===== config.mk =====
export PLATFORM = sky130hd
export DESIGN_NAME = fn_sw_deser
export DESIGN_NICKNAME = d
export VERILOG_FILES = /design/src/rtl/fn_sw_deser_pkg.sv /design/src/rtl/fn_sw_popcnt.sv /design/src/rtl/fn_sw_deser.sv
export SDC_FILE = /design/constraint.sdc
export NUM_CORES = 1
export LEC_CHECK = 0
export ABC_AREA = 1
export CAP_MARGIN = 20
export CORE_MARGIN = 8
export CORE_UTILIZATION = 35
export DETAILED_ROUTE_END_ITERATION = 7
export SYNTH_ARGS = -nofsm -noshare
export SYNTH_HDL_FRONTEND = slang
export SYNTH_SLANG_ARGS = --single-unit

===== constraint.sdc =====
create_clock -name clk -period 4.6 [get_ports clk]
set_input_delay 0.69 -clock clk [delete_from_list [all_inputs] [get_ports clk]]
set_output_delay 0.69 -clock clk [all_outputs]
set_load 0.005 [all_outputs]

===== src/rtl/fn_sw_deser_pkg.sv =====
// Shared definitions for the function-switch deserializer: FSM encoding and default width.
package fn_sw_deser_pkg;

  typedef enum logic {
    IDLE  = 1'b0,
    SHIFT = 1'b1
  } state_e;

  localparam int FN_SW_W = 8;

endpackage


===== src/rtl/fn_sw_popcnt.sv =====
// Combinational ones-count of a W-bit vector; also used by the word-level checker.
module fn_sw_popcnt #(
  parameter int W = 8
) (
  input  logic [W-1:0]           data_i,
  output logic [$clog2(W+1)-1:0] ones_o
);

  localparam int OW = $clog2(W+1);

  always_comb begin
    ones_o = '0;
    for (int i = 0; i < W; i++) begin
      ones_o = ones_o + {{(OW-1){1'b0}}, data_i[i]};
    end
  end

endmodule


===== src/rtl/fn_sw_deser.sv =====
// Packs framed serial bits from the function switch into W-bit words with length and
// ones-count, presented on a registered valid/ready output.
module fn_sw_deser
  import fn_sw_deser_pkg::*;
#(
  parameter int W         = FN_SW_W,
  parameter bit MSB_FIRST = 1'b1
) (
  input  logic                   clk,
  input  logic                   rst,
  input  logic                   bit_in,
  input  logic                   bit_vld,
  input  logic                   bit_sof,
  input  logic                   bit_eof,
  output logic                   bit_rdy,
  output logic [W-1:0]           word_out,
  output logic [$clog2(W+1)-1:0] word_len,
  output logic [$clog2(W+1)-1:0] word_ones,
  output logic                   word_vld,
  input  logic                   word_rdy,
  output logic                   frame_err
);

  localparam int CW = $clog2(W);
  localparam int LW = $clog2(W+1);

  state_e         state_q, state_d;
  logic [CW-1:0]  cnt_q, cnt_d;
  logic [W-1:0]   sh_q, sh_d;
  logic [W-1:0]   word_q, word_d;
  logic [LW-1:0]  len_q, len_d;
  logic [LW-1:0]  ones_q, ones_d;
  logic           vld_q, vld_d;
  logic           err_q, err_d;

  logic           completing, accept, done;
  logic [CW-1:0]  pos, idx;
  logic [W-1:0]   base, nxt;
  logic [LW-1:0]  nxt_ones;

  assign completing = (state_q == SHIFT && (cnt_q == CW'(W-1) || bit_eof)) ||
                      (state_q == IDLE && bit_sof && bit_eof);
  assign bit_rdy    = ~(vld_q & ~word_rdy & completing);
  assign accept     = bit_vld & bit_rdy;

  // A sof bit always restarts at position 0, discarding whatever partial word exists.
  assign pos  = bit_sof ? '0 : cnt_q;
  assign base = bit_sof ? '0 : sh_q;
  assign idx  = MSB_FIRST ? (CW'(W-1) - pos) : pos;
  assign done = (pos == CW'(W-1)) || bit_eof;

  always_comb begin
    nxt      = base;
    nxt[idx] = bit_in;
  end

  fn_sw_popcnt #(.W(W)) u_popcnt (
    .data_i (nxt),
    .ones_o (nxt_ones)
  );

  always_comb begin
    state_d = state_q;
    cnt_d   = cnt_q;
    sh_d    = sh_q;
    word_d  = word_q;
    len_d   = len_q;
    ones_d  = ones_q;
    vld_d   = vld_q;
    err_d   = 1'b0;
    if (vld_q && word_rdy) vld_d = 1'b0;
    if (accept) begin
      if (state_q == IDLE && !bit_sof) begin
        err_d = 1'b1;
      end else begin
        if (state_q == SHIFT && bit_sof && cnt_q != '0) err_d = 1'b1;
        if (done) begin
          word_d  = nxt;
          len_d   = LW'(pos) + LW'(1);
          ones_d  = nxt_ones;
          vld_d   = 1'b1;
          cnt_d   = '0;
          sh_d    = '0;
          state_d = bit_eof ? IDLE : SHIFT;
        end else begin
          sh_d    = nxt;
          cnt_d   = pos + CW'(1);
          state_d = SHIFT;
        end
      end
    end
  end

  always_ff @(posedge clk or posedge rst) begin
    if (rst) begin
      state_q <= IDLE;
      cnt_q   <= '0;
      sh_q    <= '0;
      word_q  <= '0;
      len_q   <= '0;
      ones_q  <= '0;
      vld_q   <= 1'b0;
      err_q   <= 1'b0;
    end else begin
      state_q <= state_d;
      cnt_q   <= cnt_d;
      sh_q    <= sh_d;
      word_q  <= word_d;
      len_q   <= len_d;
      ones_q  <= ones_d;
      vld_q   <= vld_d;
      err_q   <= err_d;
    end
  end

  assign word_out  = word_q;
  assign word_len  = len_q;
  assign word_ones = ones_q;
  assign word_vld  = vld_q;
  assign frame_err = err_q;

endmodule


==> tab_implementation.tex, run 1 <==
\begin{tabular}{lr}
\hline
Metric & Value \\
\hline
\multicolumn{2}{l}{\textbf{Run status}} \\
Outcome & complete, no violations \\
\multicolumn{2}{l}{\textbf{Yosys}} \\
Share of the synthesized area in the top cell type & $\sim$42\% \\
Number of nets produced by synthesis & around 230 \\
Area fraction in and, or, nand and nor cells after synthesis & 33.94\% \\
Dominant combinational cell family by area after synthesis & simple AND/OR/NAND/NOR gates \\
Most area-consuming cells after synthesis & dfrtp\_1 (42\%), nand2\_1 (17\%), nand4\_1 (7.0\%), fa\_1 (4.5\%), inv\_1 (3.8\%) \\
Synthesized area per cell & slightly above 8 um2 \\
Post-synthesis mux area share & 0\% \\
Most area-hungry cell type in the Yosys netlist & dfrtp\_1 \\
YS warnings & 0 \\
Count of cell types in the netlist & 28 \\
Gate Count Post-Synth & around 220 \\
Share of the synthesized netlist area taken by xor and xnor gates & less than 1\% \\
Share of the yosys chip area belonging to registers & 42.16\% \\
FF+latch count, synth & 30 \\
Synthesized-area fraction occupied by ao, oa, aoi and oai cells & approximately 6.1\% \\
Adder-cell area share of the yosys netlist & under 10\% \\
Cell area after technology mapping & approximately 0.0018 mm2 \\
\multicolumn{2}{l}{\textbf{Layout}} \\
Net count of the finished layout & $\sim$260 \\
FILL cells & 538 \\
Area added between synthesis and finish & 20.31\% \\
Final antenna diode count & 0 \\
Ratio of cells with drive above 1 in the final layout & 9.877\% \\
\multicolumn{2}{l}{\textbf{Setup path}} \\
Data required time of the worst path & 4.82 ns \\
Critical Path AT & 4.26 ns \\
Kind of capture point of the worst setup path & register \\
Reg2Reg Capture Point & word\_ones[1]\$\_DFFE\_PP0P\_ \\
Critical Setup Path Class & in -> reg \\
Depth of the most critical reg-to-reg path & 15 \\
CP Max Fanout & 7 \\
Register-to-register setup slack & $\sim$1.1 ns \\
Critical register-to-register path startpoint & cnt\_q[1]\$\_DFFE\_PP0P\_ \\
Startpoint types & input port \\
\multicolumn{2}{l}{\textbf{Power and ir drop}} \\
Total Power Consumption & $\sim$670 uW \\
Power per unit of standard cell area & 312.6 mW/mm2 \\
Static Leakage & about 1 nW \\
Worst supply voltage drop on vdd & between 0.09 and 0.1 mV \\
\multicolumn{2}{l}{\textbf{Timing}} \\
Worst Tran Pin Value & a little over 0.4 ns \\
Final critical delay including setup and external delays & 4.047 ns \\
RSZ-0062 raised after global routing & false \\
Part of the cycle the worst path needs & $\sim$90\% \\
Number of pins with negative max-slew slack in the final report & 0 \\
Min setup slack post-route & $\sim$0.55 ns \\
Worst slew slack as a fraction of its limit & slightly above 70\% \\
Achievable frequency & about 250 MHz \\
Final TNS setup & 0 ns \\
Final hold violation count & 0 \\
Total setup violations reported at the end of the flow & 0 \\
Worst-case clock skew & around 0.0054 ns \\
\multicolumn{2}{l}{\textbf{Routing}} \\
DR top layer & met4 \\
Met3 Routed Length & 200 um \\
Detailed route wirelength on metal2 & 1842 um \\
Post-route ant nets & 0 \\
Initial drt markers & 73 \\
Overall routed net length & 3905 um \\
First-pass iteration count of the detailed router & 4 \\
Metal-1 WL & 1799 um \\
Number of vias in the routed layout & 1444 \\
Post-DR vias/cell & 4.613 \\
Number of remaining DRC errors & 0 \\
Wire per inst & 12.48 um \\
\multicolumn{2}{l}{\textbf{Floorplan}} \\
Width of the die & 87.33 um \\
Row cnt & 26 \\
Starting density of the core & 35.54\% \\
Area of the die & between 0.007 and 0.008 mm2 \\
Placeable core area & around 0.0050 mm2 \\
Die Span Y & slightly below 90 um \\
Top-level port count & 26 \\
\multicolumn{2}{l}{\textbf{Clock network}} \\
Resized Gates After CTS & 0 \\
Count of hold buffers inserted by post-cts repair & 0 \\
Max Buffers Root-to-Sink & 2 \\
Clock sinks & 30 \\
TritonCTS clock tree & yes \\
H-tree depth & 2 \\
Total CTS buffers & 5 \\
CTS root buf & clkbuf\_8 \\
Clock latency on the worst-skew pair & between 0.2 and 0.3 ns \\
Worst-path clk slew & 0.06 ns \\
Setup Buffers After CTS & 0 \\
\multicolumn{2}{l}{\textbf{Placed design}} \\
Input/output buffers & 25 \\
Post-place setup slack & 0.2577 ns \\
Detail Placement HPWL & a little under 3000 um \\
GPL Wtd Cong & 0.8717 \\
\multicolumn{2}{l}{\textbf{Global route}} \\
Via count of the first global-routing pass & 1361 \\
Overall Global Routing Usage & approximately 11\% \\
Antenna violations before repair & 0 \\
Total congestion overflow & 0 \\
Largest net degree at the start of global routing & 31 \\
Global-route wire length before repair & approximately 6500 um \\
\multicolumn{2}{l}{\textbf{Worst hold path}} \\
Type of the tightest min-delay check & reg -> reg \\
Hold EP & word\_out[7]\$\_DFFE\_PP0P\_ \\
Number of instances on the worst hold path & 2 \\
Start point of the worst hold path & word\_out[7]\$\_DFFE\_PP0P\_ \\
\multicolumn{2}{l}{\textbf{Job}} \\
Max Cap Viol & 0 \\
\hline
\end{tabular}
## stage by stage
step	area, um2	util [%]	instances	hold slack [ns]
2_1_floorplan	1780	-	218	0.4588
3_3_place_gp	2051	40.93	305	0.4623
3_5_place_dp	2051	40.93	305	0.4661
4_1_cts	2142	42.76	313	0.4829
5_1_grt	2142	42.76	313	0.4997
6_report	2142	42.76	313	0.4797
## power breakdown
group,internal [mW],total [mW],switching (mW)
registers,0.288,0.306,0.0183
clock network,0.120,0.215,0.0950
logic,0.0619,0.148,0.0862
total,0.470,0.669,0.200
## sequential cells by signal, indices dropped and copies added (netlist names)
name / count
sh_q: 8
cnt_q: 3
word_ones: 4
word_vld: 1
word_len: 4
word_out: 8
frame_err: 1
state_q: 1
## synthesized netlist by cell type (all sizes together)
cell type,n
a21boi,1
a21oi,1
buf,10
clkbuf,1
clkinv,1
dfrtp,30
fa,4
ha,4
inv,21
nand2,84
nand3,10
nand4,21
nor2,11
nor3,1
o21ai,14
o21bai,2
or2,1
xnor2,1
## how the worst max path moves through the flow
stage	startpoint	endpoint	slack [ns]
after floorplan	bit_sof	word_ones[1]$_DFFE_PP0P_	0.89
after global placement	bit_sof	word_ones[1]$_DFFE_PP0P_	0.33
after detailed placement	bit_sof	word_ones[1]$_DFFE_PP0P_	0.26
after CTS	bit_sof	word_ones[1]$_DFFE_PP0P_	0.55
after global routing	bit_sof	word_ones[1]$_DFFE_PP0P_	0.35
final	bit_sof	word_ones[1]$_DFFE_PP0P_	0.55
## metal layers
| metal | track usage, % | up-vias |
|---|---|---|
| li1 | - | 754 |
| met1 | 13.28 | 656 |
| met2 | 18.18 | 29 |
| met3 | 2.736 | 5 |
| met4 | 4.688 | 0 |
| met5 | 0 | - |
## worst max-delay path, cell delays in order
cell and delay [ns]:
clkdlybuf4s50_1 0.49, buf_4 0.20, nor2_2 0.19, nand4_1 0.11, nand2_1 0.13, ha_1 0.26, fa_1 0.50, inv_1 0.05
fa_1 0.51, inv_1 0.05, fa_1 0.38, inv_1 0.08, fa_1 0.40, inv_1 0.06, nand4_1 0.08, nand2_1 0.08
## kinds of logic after synthesis
group | count (synthesis)
AOI/OAI and AO/OA | 18
xor gates and xnor gates | 1
adders and majority gates | 8
buffers and inverters | 33
DFF | 30
and+or+nand+nor | 128
## layout make-up
type                            instances  area, um2  share of cell area, %
Sequential cell                        30      750.7                  35.05
Clock inverter                          1      5.005                 0.2336
Inverter                               22      87.58                  4.089
Timing Repair Buffer                   28      272.8                  12.73
Tap cell                               70      87.58                  4.089
Clock buffer                            7      86.33                  4.030
Multi-Input combinational cell        155      852.1                  39.78
## placed cells by master (no fill, tap or decap), drive strengths merged, types with 3 or more instances in the layout
cell type      instances
nand2                 84
clkbuf                 7
dfrtp                 30
clkdlybuf4s50         25
nand4                 21
nor2                  11
o21ai                 14
buf                    3
inv                   21
ha                     4
fa                     4
nand3                 10
(Power assumes the default switching activity.)
==> inputs of run 2 (changes only) <==
--- a/config.mk
+++ b/config.mk
@@ -7,6 +7,7 @@
 export LEC_CHECK = 0
 export ABC_AREA = 1
 export CAP_MARGIN = 20
+export CORE_ASPECT_RATIO = 0.5
 export CORE_MARGIN = 8
 export CORE_UTILIZATION = 35
 export DETAILED_ROUTE_END_ITERATION = 7
==> run 2 against run 1 <==
  * Core utilization grew 1.3 points
  * Count of clock-buffer cells in the layout grew 1
  * Sequential power is essentially flat
  * Global-route usage up 0.57 points
  * Combinational power hardly changed
  * Hold slack improved by 0.00090 ns
  * Critical path type unchanged
  * Cell count unchanged
  * Via count is 1.0% higher
  * First-iteration DRC count grew 37%
  * Maximum frequency decreased by 1.2%
  * Largest cell class unchanged
==> tab_implementation.tex, run 2 (synthesis gave the netlist of run 1 again) <==
\begin{tabular}{lr}
\hline
Metric & Value \\
\hline
\multicolumn{2}{l}{\textbf{Timing}} \\
Part of the cycle the worst path needs & 89.03\% (+1.0 points) \\
Total setup violations reported at the end of the flow & 0 (unchanged) \\
Smallest hold slack & 0.4806 ns (+0.0009010 ns) \\
Final hold violation count & 0 (unchanged) \\
Number of pins with negative max-slew slack in the final report & 0 (unchanged) \\
Worst-case clock skew & 0.004055 ns (-0.001327 ns) \\
Final TNS setup & 0 ns (unchanged) \\
Achievable frequency & 244.2 MHz (-1.2\%) \\
RSZ-0062 raised after global routing & false \\
Worst Tran Pin Value & 0.4708 ns (+0.06159 ns) \\
Final critical delay including setup and external delays & 4.095 ns (+0.04828 ns) \\
Worst slew slack as a fraction of its limit & 68.50\% (-4.1 points) \\
\multicolumn{2}{l}{\textbf{Power and ir drop}} \\
Worst supply voltage drop on vdd & 0.09710 mV (+2.4\%) \\
Power per unit of standard cell area & 325.2 mW/mm2 (+4.1\%) \\
Static Leakage & 1.032 nW (+0.91\%) \\
Total Power Consumption & 702.8 uW (+5.0\%) \\
\multicolumn{2}{l}{\textbf{Floorplan}} \\
Top-level port count & 26 (unchanged) \\
Row cnt & 18 (-31\%) \\
Placeable core area & 0.004910 mm2 (-2.0\%) \\
Die Span Y & 66.44 um (-24\%) \\
Width of the die & 116.9 um (+34\%) \\
Area of the die & 0.007764 mm2 (+1.8\%) \\
Starting density of the core & 36.26\% (+0.72 points) \\
\multicolumn{2}{l}{\textbf{Clock network}} \\
Setup Buffers After CTS & 0 (unchanged) \\
Clock sinks & 30 (unchanged) \\
H-tree depth & 2 (unchanged) \\
Worst-path clk slew & 0.06 ns (about the same) \\
Clock latency on the worst-skew pair & 0.28 ns (about the same) \\
Count of hold buffers inserted by post-cts repair & 0 (unchanged) \\
CTS root buf & clkbuf\_8 \\
Total CTS buffers & 5 (unchanged) \\
Resized Gates After CTS & 0 (unchanged) \\
TritonCTS clock tree & yes \\
Max Buffers Root-to-Sink & 2 (unchanged) \\
\multicolumn{2}{l}{\textbf{Routing}} \\
Number of remaining DRC errors & 0 (unchanged) \\
Initial drt markers & 100 (+37\%) \\
Overall routed net length & 3982 um (+2.0\%) \\
Number of vias in the routed layout & 1459 (+1.0\%) \\
Wire per inst & 12.72 um (+2.0\%) \\
Post-route ant nets & 0 (unchanged) \\
Post-DR vias/cell & 4.661 (+1.0\%) \\
First-pass iteration count of the detailed router & 4 (unchanged) \\
\multicolumn{2}{l}{\textbf{Placed design}} \\
Detail Placement HPWL & 2954 um (-1.0\%) \\
Number of cells in the design after placement & 305 (unchanged) \\
GPL Wtd Cong & 0.8956 (+2.7\%) \\
Input/output buffers & 25 (unchanged) \\
\multicolumn{2}{l}{\textbf{Global route}} \\
Via count of the first global-routing pass & 1438 (+5.7\%) \\
Global-route wire length before repair & 7017 um (+8.0\%) \\
Overall Global Routing Usage & 11.62\% (+0.57 points) \\
Antenna violations before repair & 0 (unchanged) \\
Largest net degree at the start of global routing & 31 (unchanged) \\
Total congestion overflow & 0 (unchanged) \\
\multicolumn{2}{l}{\textbf{Layout}} \\
FILL cells & 507 (-5.8\%) \\
Area of combinational cells with multiple inputs & 852.1 um2 (unchanged) \\
Most common library cell in the layout ignoring fill and taps & nand2\_1 \\
Net count of the finished layout & 257 (unchanged) \\
Commonest cells after routing, fill and taps aside & nand2\_1 (79), dfrtp\_1 (30), clkdlybuf4s50\_1 (25) \\
Layout Cells excl Fill & 313 (unchanged) \\
Ratio of cells with drive above 1 in the final layout & 10.29\% (+0.41 points) \\
Final antenna diode count & 0 (unchanged) \\
FF/Latch Area & 750.7 um2 (unchanged) \\
Area added between synthesis and finish & 21.36\% \\
\multicolumn{2}{l}{\textbf{Setup path}} \\
Crit-path slowest cell & fa\_1 \\
Category of cells accounting for the largest share of critical-path delay & adder cells \\
Startpoint types & input port \\
Maximum cell stage delay along the critical path & 0.51 ns (about the same) \\
CP Depth & 17 (+1) \\
Critical Path AT & 4.31 ns (+0.05 ns) \\
Cell-by-cell listing of the critical path & clkdlybuf4s50\_1, inv\_6, nand2\_1, nor2\_1, nand2\_1, o21ai\_1, ha\_1, fa\_1, inv\_1, fa\_1, inv\_1, fa\_1, inv\_1, fa\_1, inv\_1, nand4\_1, nand2\_1 \\
Critical Setup Path Class & in -> reg \\
CP Buf/Inv Count & 6 (unchanged) \\
Depth of the most critical reg-to-reg path & 15 (unchanged) \\
Kind of capture point of the worst setup path & register \\
Data required time of the worst path & 4.81 ns (about the same) \\
CP Max Fanout & 9 (+2) \\
\multicolumn{2}{l}{\textbf{Worst hold path}} \\
Type of the tightest min-delay check & reg -> reg \\
Number of instances on the worst hold path & 2 (unchanged) \\
\multicolumn{2}{l}{\textbf{Run status}} \\
Outcome & complete, no violations \\
\multicolumn{2}{l}{\textbf{Job}} \\
Max Cap Viol & 0 (unchanged) \\
\hline
\end{tabular}
## run 2: cell types whose count changed in the layout (fill, tap and decap cells not counted), sizes merged
cell    before  now
clkbuf       7    8
clkinv       2    1
## run 2: cell type report
class	instances	share of cell area [%]
inverter	22	4.053
tap	70	4.053
multi-input combinational	155	39.43
sequential	30	34.74
clock buffer	8	5.096
timing repair buffer	28	12.62
## run 2: worst paths after layout
path                                               from  slack (ns)                        to
worst max-delay path                            bit_sof        0.50  word_ones[1]$_DFFE_PP0P_
worst min-delay path            word_len[2]$_DFFE_PP0P_        0.48   word_len[2]$_DFFE_PP0P_
worst max register to register     cnt_q[1]$_DFFE_PP0P_        0.99  word_ones[1]$_DFFE_PP0P_
worst min register to register  word_len[2]$_DFFE_PP0P_        0.48   word_len[2]$_DFFE_PP0P_
max in group asynchronous                           rst        3.53   word_len[0]$_DFFE_PP0P_
min in group asynchronous                           rst        0.78   word_out[4]$_DFFE_PP0P_
## run 2: metal layers
metal / GRT usage (%) / vias up / share of wire, %
met5: 0 / - / 0
met4: 4.265 / 0 / 0.88
met3: 2.641 / 2 / 5.1
met2: 17.98 / 26 / 44
met1: 15.53 / 680 / 50
li1: - / 751 / -
## run 2: where the power goes
part / leakage (nW) / switching (mW) / internal [mW]
logic: 0.568 / 0.0856 / 0.0614
registers: 0.406 / 0.0183 / 0.288
clock network: 0.0575 / 0.0988 / 0.151
## run 2: worst reg2reg max path: cells and delay by family, from the launching register on
kind | cells | cell delay [ns]
AOI/OAI and AO/OA | 1 | 0.18
adders and majority gates | 5 | 2.09
buffers and inverters | 4 | 0.24
DFF | 1 | 0.52
and+or+nand+nor | 5 | 0.52
## run 2: per-stage QoR
step | util [%] | setup slack, ns | area (um2)
3_5_place_dp | 41.77 | 0.2370 | 2051
6_report | 44.01 | 0.5046 | 2161
4_1_cts | 44.01 | 0.5310 | 2161
2_1_floorplan | - | 0.8935 | 1780
3_3_place_gp | 41.77 | 0.3326 | 2051
5_1_grt | 44.01 | 0.2260 | 2161
==> inputs of run 3 (changes only) <==
--- a/config.mk
+++ b/config.mk
@@ -11,6 +11,7 @@
 export CORE_MARGIN = 8
 export CORE_UTILIZATION = 35
 export DETAILED_ROUTE_END_ITERATION = 7
+export GPL_TIMING_DRIVEN = 1
 export SYNTH_ARGS = -nofsm -noshare
 export SYNTH_HDL_FRONTEND = slang
 export SYNTH_SLANG_ARGS = --single-unit
==> results of run 3 <==
No change in the layout: final DEF, timing and power equal those of run 2.
